--- src/rtl/picomips_pkg.sv ---
// Shared picoMIPS types and defaults: switch-input handshake FSM state
// encoding and the default debounce length.
package picomips_pkg;

  typedef enum logic [1:0] {
    IDLE         = 2'd0,
    WAIT_PRESS   = 2'd1,
    CAPTURE      = 2'd2,
    WAIT_RELEASE = 2'd3
  } hs_state_t;

  localparam int DEBOUNCE_DEFAULT = 50000;
  localparam int CW_DEFAULT       = 16;

endpackage

--- src/rtl/ready_debounce.sv ---
// Ready-switch conditioning: 2-flop synchronizer followed by a stable-run
// counter; db only changes after DEBOUNCE consecutive differing samples.
module ready_debounce import picomips_pkg::*; #(
  parameter int DEBOUNCE = DEBOUNCE_DEFAULT,
  parameter int CW       = CW_DEFAULT
) (
  input  logic clk,
  input  logic reset,
  input  logic ready,
  output logic db
);

  localparam logic [CW-1:0] CNT_LAST = CW'(DEBOUNCE - 1);

  logic [1:0]    sync_pipe;
  logic          ready_s;
  logic [CW-1:0] cnt;

  assign ready_s = sync_pipe[1];

  always_ff @(posedge clk or posedge reset) begin
    if (reset) sync_pipe <= '0;
    else       sync_pipe <= {sync_pipe[0], ready};
  end

  // Any sample agreeing with db restarts the run, so short glitches never land.
  always_ff @(posedge clk or posedge reset) begin
    if (reset) begin
      db  <= 1'b0;
      cnt <= '0;
    end else if (ready_s == db) begin
      cnt <= '0;
    end else if (cnt == CNT_LAST) begin
      db  <= ~db;
      cnt <= '0;
    end else begin
      cnt <= cnt + 1'b1;
    end
  end

endmodule

--- src/rtl/input_handshake_ctrl.sv ---
// Switch-input handshake: stalls the PC until a debounced press, strobes
// sw_valid once, then demands a release. SW_LATCH_EN registers sw_data.
module input_handshake_ctrl import picomips_pkg::*; #(
  parameter int n        = 8,
  parameter int DEBOUNCE = DEBOUNCE_DEFAULT,
  parameter int CW       = CW_DEFAULT
) (
  input  logic         clk,
  input  logic         reset,
  input  logic         ready,
  input  logic [n-1:0] sw,
  input  logic         wait_req,
  output logic         stall,
  output logic         sw_valid,
  output logic [n-1:0] sw_data,
  output logic         busy
);

  hs_state_t state, state_next;
  logic      db;

  ready_debounce #(.DEBOUNCE(DEBOUNCE), .CW(CW)) u_db (
    .clk   (clk),
    .reset (reset),
    .ready (ready),
    .db    (db)
  );

  always_ff @(posedge clk or posedge reset) begin
    if (reset) state <= IDLE;
    else       state <= state_next;
  end

  // A switch already held when the request arrives is not a press.
  always_comb begin
    state_next = state;
    unique case (state)
      IDLE:         if (wait_req) state_next = db ? WAIT_RELEASE : WAIT_PRESS;
      WAIT_PRESS:   if (db) state_next = CAPTURE;
                    else if (!wait_req) state_next = IDLE;
      CAPTURE:      state_next = WAIT_RELEASE;
      WAIT_RELEASE: if (!db) state_next = IDLE;
      default:      state_next = IDLE;
    endcase
  end

  always_comb begin
    stall    = wait_req & (state != CAPTURE);
    sw_valid = (state == CAPTURE);
    busy     = (state != IDLE);
  end

`ifdef SW_LATCH_EN
  always_ff @(posedge clk or posedge reset) begin
    if (reset)                        sw_data <= '0;
    else if (state_next == CAPTURE &&
             state == WAIT_PRESS)     sw_data <= sw;
  end
`else
  assign sw_data = sw;
`endif

endmodule

--- config.mk ---
export PLATFORM = sky130hd
export DESIGN_NAME = input_handshake_ctrl
export DESIGN_NICKNAME = d
export VERILOG_FILES = /design/src/rtl/picomips_pkg.sv /design/src/rtl/ready_debounce.sv /design/src/rtl/input_handshake_ctrl.sv
export SDC_FILE = /design/constraint.sdc
export NUM_CORES = 1
export LEC_CHECK = 0
export CAP_MARGIN = 20
export CELL_PAD_IN_SITES_DETAIL_PLACEMENT = 1
export CELL_PAD_IN_SITES_GLOBAL_PLACEMENT = 1
export CORE_MARGIN = 2
export CORE_UTILIZATION = 30
export DETAILED_ROUTE_END_ITERATION = 12
export GPL_ROUTABILITY_DRIVEN = 0
export MAX_ROUTING_LAYER = met4
export PLACE_DENSITY = 0.7
export SETUP_SLACK_MARGIN = 0.05
export SLEW_MARGIN = 20
export SYNTH_ARGS = -nofsm -noshare
export SYNTH_HDL_FRONTEND = slang
export SYNTH_SLANG_ARGS = --single-unit
--- constraint.sdc ---
create_clock -name clk -period 2.57 [get_ports clk]
set_input_delay 0.3855 -clock clk [delete_from_list [all_inputs] [get_ports clk]]
set_output_delay 0.3855 -clock clk [all_outputs]
set_load 0.05 [all_outputs]
# --- Word level (Yosys, flattened, before mapping) ---
# Index checks and enable logic that the tools add are counted.
word_totals:
  ff_bits: 21
  latchBits: 0
  mem_bits_rw: 0
  romBits: 0
  in_bits: 12
  output_inout_bits: 11
  wordCells: 29
  n_memories: 0
classes:
  addsub: 1
  n_mul: 0
  div_mod_pow: 0
  n_lt_le_gt_ge: 0
  eq_ne: 9
  shifts: 0
  n_mux: 8
  n_bitwise: 3
  reduce_logical: 4
ops:
  columns: ["op", "count"]
  rows:
  - ["$mux W16", 2]
  - ["$add A16 B1 Y16 const B", 1]
  - ["$eq A16 B16 Y1 const B", 1]
  - ["$mux W2", 5]
  - ["$pmux W2 S4", 1]
  - ["$ne A2 B2 Y1 const B", 3]
  - ["$eq A2 B2 Y1 const B", 2]
  - ["$ne A3 B2 Y1 const B", 1]
  - ["$reduce_and A3 Y1", 1]
  - ["$eq A2 B1 Y1 const B", 1]
  - ["$logic_not A2 Y1", 1]
  - ["$not A1 Y1", 2]
  - ["$reduce_and A2 Y1", 1]
  - ["$reduce_bool A2 Y1", 1]
  - ["$and A1 B1 Y1", 1]
  - ["$eq A1 B1 Y1", 1]

# --- Depth between registers and ports, before layout ---
# Gate-level depths: netlist (run 1).
logic_depth:
  depth_word: 3
  depth_mapped: 6
  depth_no_buf: 5

# --- Cells and area by module ---
# From an unflattened synthesis (run 1), not the netlist that was laid out.
unflattened:
  hier_cells: 107
  area_unflattened_um2: 1157.4
modules_own_cells:
  columns: ["mod", "instances", "cells_each", "area_per_inst_um2", "seq_area_each_um2"]
  rows:
  - ["ready_debounce", 1, 87, 982.2, 475.5]
  - ["input_handshake_ctrl", 1, 20, 175.2, 50.0]

# --- Worst setup path after synthesis (run 1) ---
# OpenSTA, ideal clock, no wires.
synth_path:
  path_kind: "register to register"
  start: "register u_db.cnt[5]"
  end: "register u_db.cnt[15]"
  setup_ns: 0.078
  t_arrival_ns: 1.477
  t_required_ns: 2.492
  slack_ns: 1.015
  stages_incl_launch_ff: 5
  n_path_buf: 0
  synth_period_minus_slack_ns: 1.555
  path_cell_list: "dfrtp_1 -> nand3_2 -> or3_1 -> or4_1 -> a21oi_1"
synth_between:
  elab_chain_len: 3
  word_cells_on_any_way: 4
  classes_between: "1 x add/sub; 1 x eq/ne; 2 x mux"
synth_lines:
  columns: ["item", "line", "text"]
  rows:
  - ["start: declaration", "ready_debounce.sv:17", "logic [CW-1:0] cnt;"]
  - ["start signal: assignment", "ready_debounce.sv:37", "cnt <= cnt + 1'b1;"]
  - ["$add A16 B1 Y16 or $eq A16 B16 Y1 (tied branches)", "ready_debounce.sv:37, ready_debounce.sv:33", null]
  - ["$mux W16 *", "ready_debounce.sv:33", "end else if (cnt == CNT_LAST) begin"]
  - ["$mux W16 *", "ready_debounce.sv:31", "end else if (ready_s == db) begin"]
# Mark *: on every way between the ends. The rest lies on a longest branch, timed or not.
# A chain may end at the register's enable or synchronous reset.

# --- Worst setup path after layout (run 1) ---
layout_path:
  start: "input port wait_req"
  end: "output port stall"
layout_between:
  elab_chain_len: 1
layout_lines:
  columns: ["item", "line", "text"]
  rows:
  - ["start: declaration", "input_handshake_ctrl.sv:12", "input logic wait_req,"]
  - ["$and A1 B1 Y1", "input_handshake_ctrl.sv:48", "stall = wait_req & (state != CAPTURE);"]
  - ["end: declaration", "input_handshake_ctrl.sv:13", "output logic stall,"]
# No other way between the ends.

==> out/metrics.yaml, run 1 <==
cp-end-kind: "output port"
tns_ns: 0
p_sw_uw: 126
arrival_ns: 1.81
grt_pass1_wl_um: 3840
route.met3.wl_um: 51
period_needed_ns: 2.19
ys_warn_count: 0
antennaDiodeCount: 0
path_max_fanout: 3
synth.distinct_cells: 27
postCtsSetupBuffers: 0
port_buffers: 6
antenna_found_initial: 0
rows: 21
final_hold_viol_count: 0
slew_headroom_pct: 47.5
start_util_pct: 31.4
die_h_um: 63.3
setup_viol: 0
vdd_drop_max_mv: 0.247
fin_skew_ns: 0.00542
hp-class: "register to register"
clockBufferDepth: 2
overflow: 0
place_inst: 150
synth_nets: 120
nFillCells: 407
cp-start-kind: "input port"
drcViolationCount: 0
clk_latency_ns: 0.30
postSynthAreaPerCell_um2: 9.87
grt_start_max_net_pins: 22
power_frac_clock_pct: 29.6
final_common_cell: "dfrtp_1"
via_per_inst: 4.77
yosys.area_share.simple_pct: 25.6
muxShareOfSynthArea_pct: 1.07
final_cells: 154
power_leakage_uw: 0.000456
die-area_um2: 4010
cap_violations: 0
cp_data_required_time_ns: 2.18
drt_iter0_drc: 7
fin_nets: 122
clkSlewWorstSetupHoldPaths_ns: 0.11
ys_seq_area_share_pct: 49.8
post_cts_resized: 0
vias: 734
h-tree-depth: 1
cts_tree: "done"
drive_gt1_share_pct: 7.41
syn_inst: 107
fp.dieW_um: 63.3
syn2layout_area_growth_pct: 7.58
synthAdderAreaFrac_pct: 1.18
drv_slew: 0
cts_inserted_buffers: 3
ant_nets: 0
grt_pass1_vias: 853
wl_per_cell_um: 12.8
rsz0062_at_grt: "no"
wl_um: 1970
holdBufCountCts: 0
crit_type: "input port to output port"
m1WireLength_um: 889
max_freq_ghz: 0.456
internal_power_uw: 409
place_area_um2: 1110
final_cell_mix: "dfrtp_1, nor2_1, xnor2_1"
status: "finished, final reports clean"
dr_wl_met2_um: 998
io-pin-count: 23
final_area_um2: 1140
place_hpwl_um: 1500
design.core.area_um2: 3360
power.share.sequential_pct: 64.2
power_density_nw_per_um2: 471
fin_crit_sh_pct: 85.3
synth-seq-cells: 21
synth_compound_area_share_pct: 2.13
synth_xor_area_share_pct: 12.4
worst_slew_pin_slew_ns: 0.787
synth_top_family_by_area: "simple AND/OR/NAND/NOR gates"
highest_layer: "met4"
dr.pass1.iters: 2
grt_usage_pct: 12.3
root_buffer: "clkbuf_4"
combinationalPowerShare_pct: 6.3
numClockSinks: 21
syn_area_um2: 1060
p_sw_share_pct: 23.6
power by group through the flow:
stage | Sequential, uW | Combinational (uW) | Clock [uW]
6_report | 343 | 33.6 | 158
5_1_grt | 345 | 38.1 | 181
4_1_cts | 344 | 35.0 | 165
3_5_place_dp | 350 | 34.8 | 0
3_3_place_gp | 349 | 33.8 | 0
2_1_floorplan | 348 | 56.0 | 0
through the flow:
step / utilization (%) / power [uW] / hold slack (ns) / setup WS, ns
6_report: 33.8 / 535 / 0.375 / 0.377
5_1_grt: 33.8 / 564 / 0.400 / 0.333
4_1_cts: 33.8 / 543 / 0.380 / 0.364
3_5_place_dp: 33.0 / 385 / 0.340 / 0.361
3_3_place_gp: 33.0 / 383 / 0.341 / 0.401
2_1_floorplan: - / 404 / 0.331 / 1.02
cells by family (layout without fill, tap and decap cells):
kind of cell / Yosys count / in the layout
AO/OA/AOI/OAI: 4 / 4
XOR/XNOR: 15 / 15
adder cells (fa/ha/maj): 1 / 1
buffers and inverters: 14 / 15
flip-flops: 21 / 21
multiplexers: 1 / 1
AND/OR/NAND/NOR: 51 / 51
metal layers:
metal  vias up  track usage (%)
li1        356                -
met1       366             14.4
met2         6             20.4
met3         6             2.14
met4         0             5.98
met5         -                -
registers in the layout, summed over array words and instances, names as in the netlist:
| signal | count |
|---|---|
| state | 2 |
| u_db.db | 1 |
| u_db.cnt | 16 |
| u_db.sync_pipe | 2 |
final timing paths:
| kind | start | to | slack [ns] | depth (start not counted) |
|---|---|---|---|---|
| max in group asynchronous | reset | u_db.cnt[1]$_DFF_PP0_ | 1.56 | 2 |
| hold / removal | u_db.sync_pipe[0]$_DFF_PP0_ | u_db.sync_pipe[1]$_DFF_PP0_ | 0.38 | 0 |
| setup / recovery | wait_req | stall | 0.38 | 3 |
| hold reg to reg | u_db.sync_pipe[0]$_DFF_PP0_ | u_db.sync_pipe[1]$_DFF_PP0_ | 0.38 | 0 |
| min in group asynchronous | reset | u_db.cnt[8]$_DFF_PP0_ | 0.52 | 2 |
| setup reg to reg | u_db.cnt[5]$_DFF_PP0_ | u_db.cnt[15]$_DFF_PP0_ | 0.81 | 4 |
synthesized netlist by cell type (all sizes together):
library cell	number	area share (%)
a21oi	2	0.95
xnor2	12	10
mux2	1	1.1
dfrtp	21	50
nor4b	1	0.83
nor4	2	1.2
nor4bb	1	0.95
xor2	3	2.5
nand2	6	2.1
o31ai	1	0.71
or4	1	0.71
nor3	5	2.4
nand2b	1	0.59
nor2	18	6.4
ha	1	1.2
and3	2	1.2
and2	1	0.59
clkbuf	1	0.36
or3	1	0.59
and4bb	1	1.2
nand3	5	3.3
inv	5	1.8
nand4	5	3.0
o21ai	1	0.47
buf	8	5.7
or2	1	0.59
layout make-up:
| type | instances | area, um2 | area share, % |
|---|---|---|---|
| Sequential cell | 21 | 526 | 46.3 |
| Multi-Input combinational cell | 72 | 448 | 39.4 |
| Timing Repair Buffer | 6 | 60.1 | 5.29 |
| Tap cell | 46 | 57.6 | 5.07 |
| Clock buffer | 4 | 26.3 | 2.31 |
| Inverter | 5 | 18.8 | 1.65 |
worst max-delay path: stages:
cell and delay, ns:
clkdlybuf4s50_1 0.49, and2_1 0.13, clkdlybuf4s50_1 0.80
Power figures use the tool's default switching activity.
==> inputs of run 2 (changes only) <==
Settings changed: ABC_AREA set to 1, PLACE_DENSITY 0.7 to 0.72.
==> out/metrics.yaml, run 2 <==
post_cts_resized: 0  # unchanged
antenna_found_initial: 0  # unchanged
holdBufCountCts: 0  # unchanged
dp_worst_setup_slack_ns: 0.752  # +0.391 ns
ys_warn_count: 0  # unchanged
drcViolationCount: 0  # unchanged
cp-start-kind: "register"
via_per_inst: 4.45  # -6.7%
synth_top_family_by_area: "simple AND/OR/NAND/NOR gates"
grt_pass1_vias: 1002  # +17%
yosys.area_share.simple_pct: 30.0  # +4.4 points
die_h_um: 65.7  # +3.8%
arrival_ns: 1.72  # -0.09 ns
finalPower_uw: 599  # +12%
synth_largest_area_cell: "dfrtp_1"
start_util_pct: 31.2  # -0.20 points
setup_viol: 0  # unchanged
multiInputGateArea_um2: 485  # +8.4%
tns_ns: 0  # unchanged
design.core.area_um2: 3660  # +8.9%
h-tree-depth: 1  # unchanged
worst_slew_pin_slew_ns: 0.776  # -0.0104 ns
synth_xor_area_share_pct: 6.79  # -5.6 points
ys_seq_area_share_pct: 46.0  # -3.8 points
rr_worst_depth: 6  # +2
fin_crit_sh_pct: 82.0  # -3.3 points
clk_latency_ns: 0.26  # -0.04 ns
grt_pass1_wl_um: 4820  # +25%
rsz0062_at_grt: "no"
fin_skew_ns: 0.00694  # +0.00152 ns
r2r-start: "u_db.cnt[0]$_DFF_PP0_"
synth-seq-cells: 21  # unchanged
largest-register: "u_db.cnt"
overflow: 0  # unchanged
syn_inst: 144  # +35%
period_needed_ns: 2.11  # -0.0860 ns
path_max_fanout: 5  # +2
antennaDiodeCount: 0  # unchanged
nFillCells: 451  # +11%
wl_per_cell_um: 13.0  # +2.0%
dr.pass1.iters: 2  # unchanged
synthAdderAreaFrac_pct: 1.10  # -0.090 points
syn2layout_area_growth_pct: 8.98
synthTopCellsByCount: "nor2_1, nand2_1, dfrtp_1"
synth_edf_count: 0  # unchanged
grt_usage_pct: 14.8  # +2.5 points
synth.distinct_cells: 22  # -19%
vdd_drop_max_mv: 0.385  # +56%
syn_area_um2: 1140  # +8.2%
power_density_nw_per_um2: 481  # +2.1%
place_hpwl_um: 2010  # +34%
top_regs: "u_db.cnt: 16 flops, state: 2 flops, u_db.sync_pipe: 2 flops"
slew_headroom_pct: 48.2  # +0.70 points
fin_nets: 160  # +31%
cts_inserted_buffers: 3  # unchanged
critPathSlowestCell: "clkdlybuf4s50_1"
final_hold_viol_count: 0  # unchanged
final_common_cell: "nor2_1"
root_buffer: "clkbuf_8"
slowest_delay_ns: 0.83  # +0.03 ns
rows: 22  # +4.8%
ys_async_sr_fraction_pct: 100  # unchanged
cap_violations: 0  # unchanged
largest_register_ffs: 16  # unchanged
cts_tree: "done"
vias: 863  # +18%
holdPathEnd: "u_db.sync_pipe[1]$_DFF_PP0_"
status: "finished, final reports clean"
postSynthAreaPerCell_um2: 7.93  # -20%
wl_um: 2530  # +28%
synth_area_leaders: "dfrtp_1, nor2_1, nand2_1"
synth_flop_cell: "dfrtp_1"
cp_num_buf_inv: 2  # unchanged
fp.dieW_um: 65.7  # +3.8%
clockBufferDepth: 2  # unchanged
post-route-util_pct: 34.0  # +0.23 points
grt_start_max_net_pins: 22  # unchanged
power_leakage_uw: 0.000583  # +28%
final_cell_mix: "nor2_1, nand2_1, dfrtp_1"
drt_iter0_drc: 5  # -2
ant_nets: 0  # unchanged
drive_gt1_share_pct: 7.53  # +0.13 points
postCtsSetupBuffers: 0  # unchanged
io-pin-count: 23  # unchanged
path_cells: "inv_1, nor2_1, clkdlybuf4s50_1"
muxShareOfSynthArea_pct: 0  # -1.1 points
cp-end-kind: "output port"
synth_nets: 157  # +31%
cp_data_required_time_ns: 2.18  # about the same
die-area_um2: 4320  # +7.6%
min_path_cells: 0  # unchanged
crit_type: "register to output port"
layout_setup_ws_ns: 0.463  # +0.0860 ns
synth_compound_area_share_pct: 4.60  # +2.5 points
clkSlewWorstSetupHoldPaths_ns: 0.07  # -0.04 ns
yosys.area.top_type_share_pct: 46.0  # -3.8 points
synth.most_common_cell: "nor2_1"
regArea_um2: 526  # unchanged
drv_slew: 0  # unchanged
port_buffers: 6  # unchanged
r2r_setup_slack_ns: 0.97  # +0.16 ns
numClockSinks: 21  # unchanged
min_from: "u_db.sync_pipe[0]$_DFF_PP0_"
path_delay_family: "buffers and inverters"
timing.rr.end: "u_db.cnt[8]$_DFF_PP0_"
max_freq_ghz: 0.475  # +4.1%
hp-class: "register to register"
run 2: power breakdown:
group / internal, uW / total (uW) / switching [uW]
combinational: 13.1 / 37.5 / 24.4
clock: 111 / 220 / 109
sequential: 336 / 342 / 5.64
run 2: how the worst max path moves through the flow:
stage,startpoint,end,slack [ns],cells past startpoint
after CTS,state[1]$_DFFE_PP0P_,sw_valid,0.46,3
after global routing,state[1]$_DFFE_PP0P_,sw_valid,0.36,3
after floorplan,state[1]$_DFFE_PP0P_,stall,0.62,3
after detailed placement,state[1]$_DFFE_PP0P_,sw_valid,0.75,3
after global placement,state[1]$_DFFE_PP0P_,sw_valid,0.80,3
final,state[1]$_DFFE_PP0P_,sw_valid,0.46,3
run 2: final cells by class:
cell class	instances	area share [%]
repair buffers	6	4.62
multi-input cells	96	39.0
well taps	48	4.82
inverters	19	5.73
clock buffers	4	3.62
flip-flops and latches	21	42.2
run 2: metrics by stage:
step	cells	hold slack (ns)	cell area, um2
2_1_floorplan	144	0.331	1140
3_3_place_gp	190	0.354	1200
3_5_place_dp	190	0.362	1200
4_1_cts	194	0.380	1240
5_1_grt	194	0.388	1240
6_report	194	0.374	1240
run 2: cell families (layout without fill, tap and decap cells):
family | after synthesis | in the layout
buf+inv | 27 | 29
simple gates | 78 | 78
fa+ha+maj | 1 | 1
compound gates | 9 | 9
xor+xnor | 8 | 8
flops | 21 | 21
run 2: routing by layer:
| metal | track usage [%] | vias up | routed length [um] |
|---|---|---|---|
| met4 | 3.91 | 0 | 27 |
| met5 | - | - | 0 |
| met2 | 24.9 | 8 | 1260 |
| met1 | 18.8 | 409 | 1160 |
| li1 | - | 442 | - |
| met3 | 2.05 | 4 | 79 |
==> inputs of run 3 (changes only) <==
Settings changed: PLACE_DENSITY 0.72 to 0.74.
Clock period 2.57 ns to 1.8 ns, I/O delays scaled along.
==> out/metrics.yaml, run 3 (synthesis results as in run 2) <==
vias: 908  # +5.2%
ant_nets: 0  # unchanged
root_buffer: "clkbuf_8"
die_h_um: 65.7  # unchanged
setup_viol: 0  # unchanged
drt_iter0_drc: 20  # +15
rr_worst_depth: 6  # unchanged
drcViolationCount: 0  # unchanged
fin_skew_ns: 0.00333  # -0.00360 ns
tns_ns: 0  # unchanged
fin_nets: 161  # +0.63%
post_cts_resized: 0  # unchanged
cts_inserted_buffers: 3  # unchanged
rows: 22  # unchanged
final_cell_mix: "nor2_1, nand2_1, dfrtp_1"
power_leakage_uw: 0.000598  # +2.5%
vdd_drop_max_mv: 0.362  # -6.0%
port_buffers: 6  # unchanged
largest-register: "u_db.cnt"
clockBufferDepth: 2  # unchanged
r2r_setup_slack_ns: 0.29  # -0.68 ns
h-tree-depth: 1  # unchanged
cts_tree: "done"
syn2layout_area_growth_pct: 10.6
holdBufCountCts: 0  # unchanged
cp-start-kind: "register"
clkSlewWorstSetupHoldPaths_ns: 0.07  # about the same
max_freq_ghz: 0.662
clk_latency_ns: 0.26  # about the same
arrival_ns: 1.66  # -0.06 ns
grt_usage_pct: 13.8  # -1.0 points
final_hold_viol_count: 0  # unchanged
slew_headroom_pct: 78.2  # +30 points
overflow: 0  # unchanged
timing.rr.end: "u_db.cnt[8]$_DFF_PP0_"
crit_type: "register to register"
grt_pass1_vias: 973  # -2.9%
grt_pass1_wl_um: 4360  # -9.5%
antenna_found_initial: 0  # unchanged
hp-class: "input port to async pin"
fin_crit_sh_pct: 84.0
final_common_cell: "nor2_1"
cp-end-kind: "register"
r2r-start: "u_db.cnt[0]$_DFF_PP0_"
wl_per_cell_um: 12.6  # -3.2%
largest_register_ffs: 16  # unchanged
postCtsSetupBuffers: 0  # unchanged
numClockSinks: 21  # unchanged
cap_violations: 0  # unchanged
place_hpwl_um: 1980  # -1.7%
io-pin-count: 23  # unchanged
start_util_pct: 31.2  # unchanged
grt_start_max_net_pins: 22  # unchanged
worst_slew_pin_slew_ns: 0.326  # -0.451 ns
drive_gt1_share_pct: 10.9  # +3.4 points
wl_um: 2460  # -2.7%
hold_ws_ns: 0.340  # -0.0345 ns
top_regs: "u_db.cnt: 16 flops, state: 2 flops, u_db.sync_pipe: 2 flops"
cp_data_required_time_ns: 1.95  # -0.23 ns
design.core.area_um2: 3660  # unchanged
drv_slew: 0  # unchanged
fp.dieW_um: 65.7  # unchanged
power_density_nw_per_um2: 679  # +41%
period_needed_ns: 1.51
via_per_inst: 4.66  # +4.7%
path_max_fanout: 6  # +1
rsz0062_at_grt: "no"
antennaDiodeCount: 0  # unchanged
status: "finished, final reports clean"
dr.pass1.iters: 4  # +2
die-area_um2: 4320  # unchanged
run 3: cell types whose count changed in the layout (fill, tap and decap cells not counted):
| cell | change |
|---|---|
| clkinv_2 | +1 |
| nor2_1 | -1 |
| clkbuf_1 | -1 |
| buf_12 | +1 |
| nor2_2 | +1 |
| clkdlybuf4s50_1 | -2 |
| buf_4 | +2 |
run 3: per-stage QoR:
stage / total power (uW) / cell area [um2] / cells / utilization (%) / setup slack (ns)
2_1_floorplan: 579 / 1140 / 144 / - / 0.279
3_3_place_gp: 555 / 1220 / 191 / 33.3 / 0.369
3_5_place_dp: 557 / 1220 / 191 / 33.3 / 0.269
4_1_cts: 869 / 1260 / 195 / 34.5 / 0.269
5_1_grt: 902 / 1260 / 195 / 34.5 / 0.0984
6_report: 858 / 1260 / 195 / 34.5 / 0.288
run 3: worst max-delay path, stage by stage (launching register included):
cell and delay (ns):
dfrtp_1 0.40, ha_1 0.21, nand3_1 0.17, nor3_2 0.17
nand2_1 0.18, nand2_1 0.22, nor2_1 0.07
run 3: report_power, final:
| group | internal [uW] | switching (uW) | total, uW |
|---|---|---|---|
| sequential | 480 | 7.39 | 487 |
| clock | 154 | 157 | 312 |
| combinational | 22.5 | 36.0 | 58.5 |
run 3: how the worst max path moves through the flow:
| stage | slack [ns] | endpoint | start |
|---|---|---|---|
| floorplan | 0.28 | stall | state[1]$_DFFE_PP0P_ |
| global placement | 0.37 | u_db.cnt[8]$_DFF_PP0_ | u_db.cnt[0]$_DFF_PP0_ |
| detailed placement | 0.27 | stall | wait_req |
| CTS | 0.27 | stall | wait_req |
| global route | 0.1 | u_db.cnt[1]$_DFF_PP0_ | u_db.cnt[0]$_DFF_PP0_ |
| finish | 0.29 | u_db.cnt[8]$_DFF_PP0_ | u_db.cnt[0]$_DFF_PP0_ |
run 3: area by class of cell:
class	instances	area, um2
clock buffers	3	41.3
clock inverters	1	5.00
fillers	434	2400
inverters	19	71.3
multi-input cells	96	488
flip-flops and latches	21	526
well taps	48	60.1
repair buffers	7	72.6
run 3: layer usage:
layer	GRT usage [%]	part of all wire [%]	vias up
met5	-	0	-
met3	3.25	2.8	4
met4	4.69	1.2	0
li1	-	-	446
met1	15.8	44	446
met2	23.6	52	12
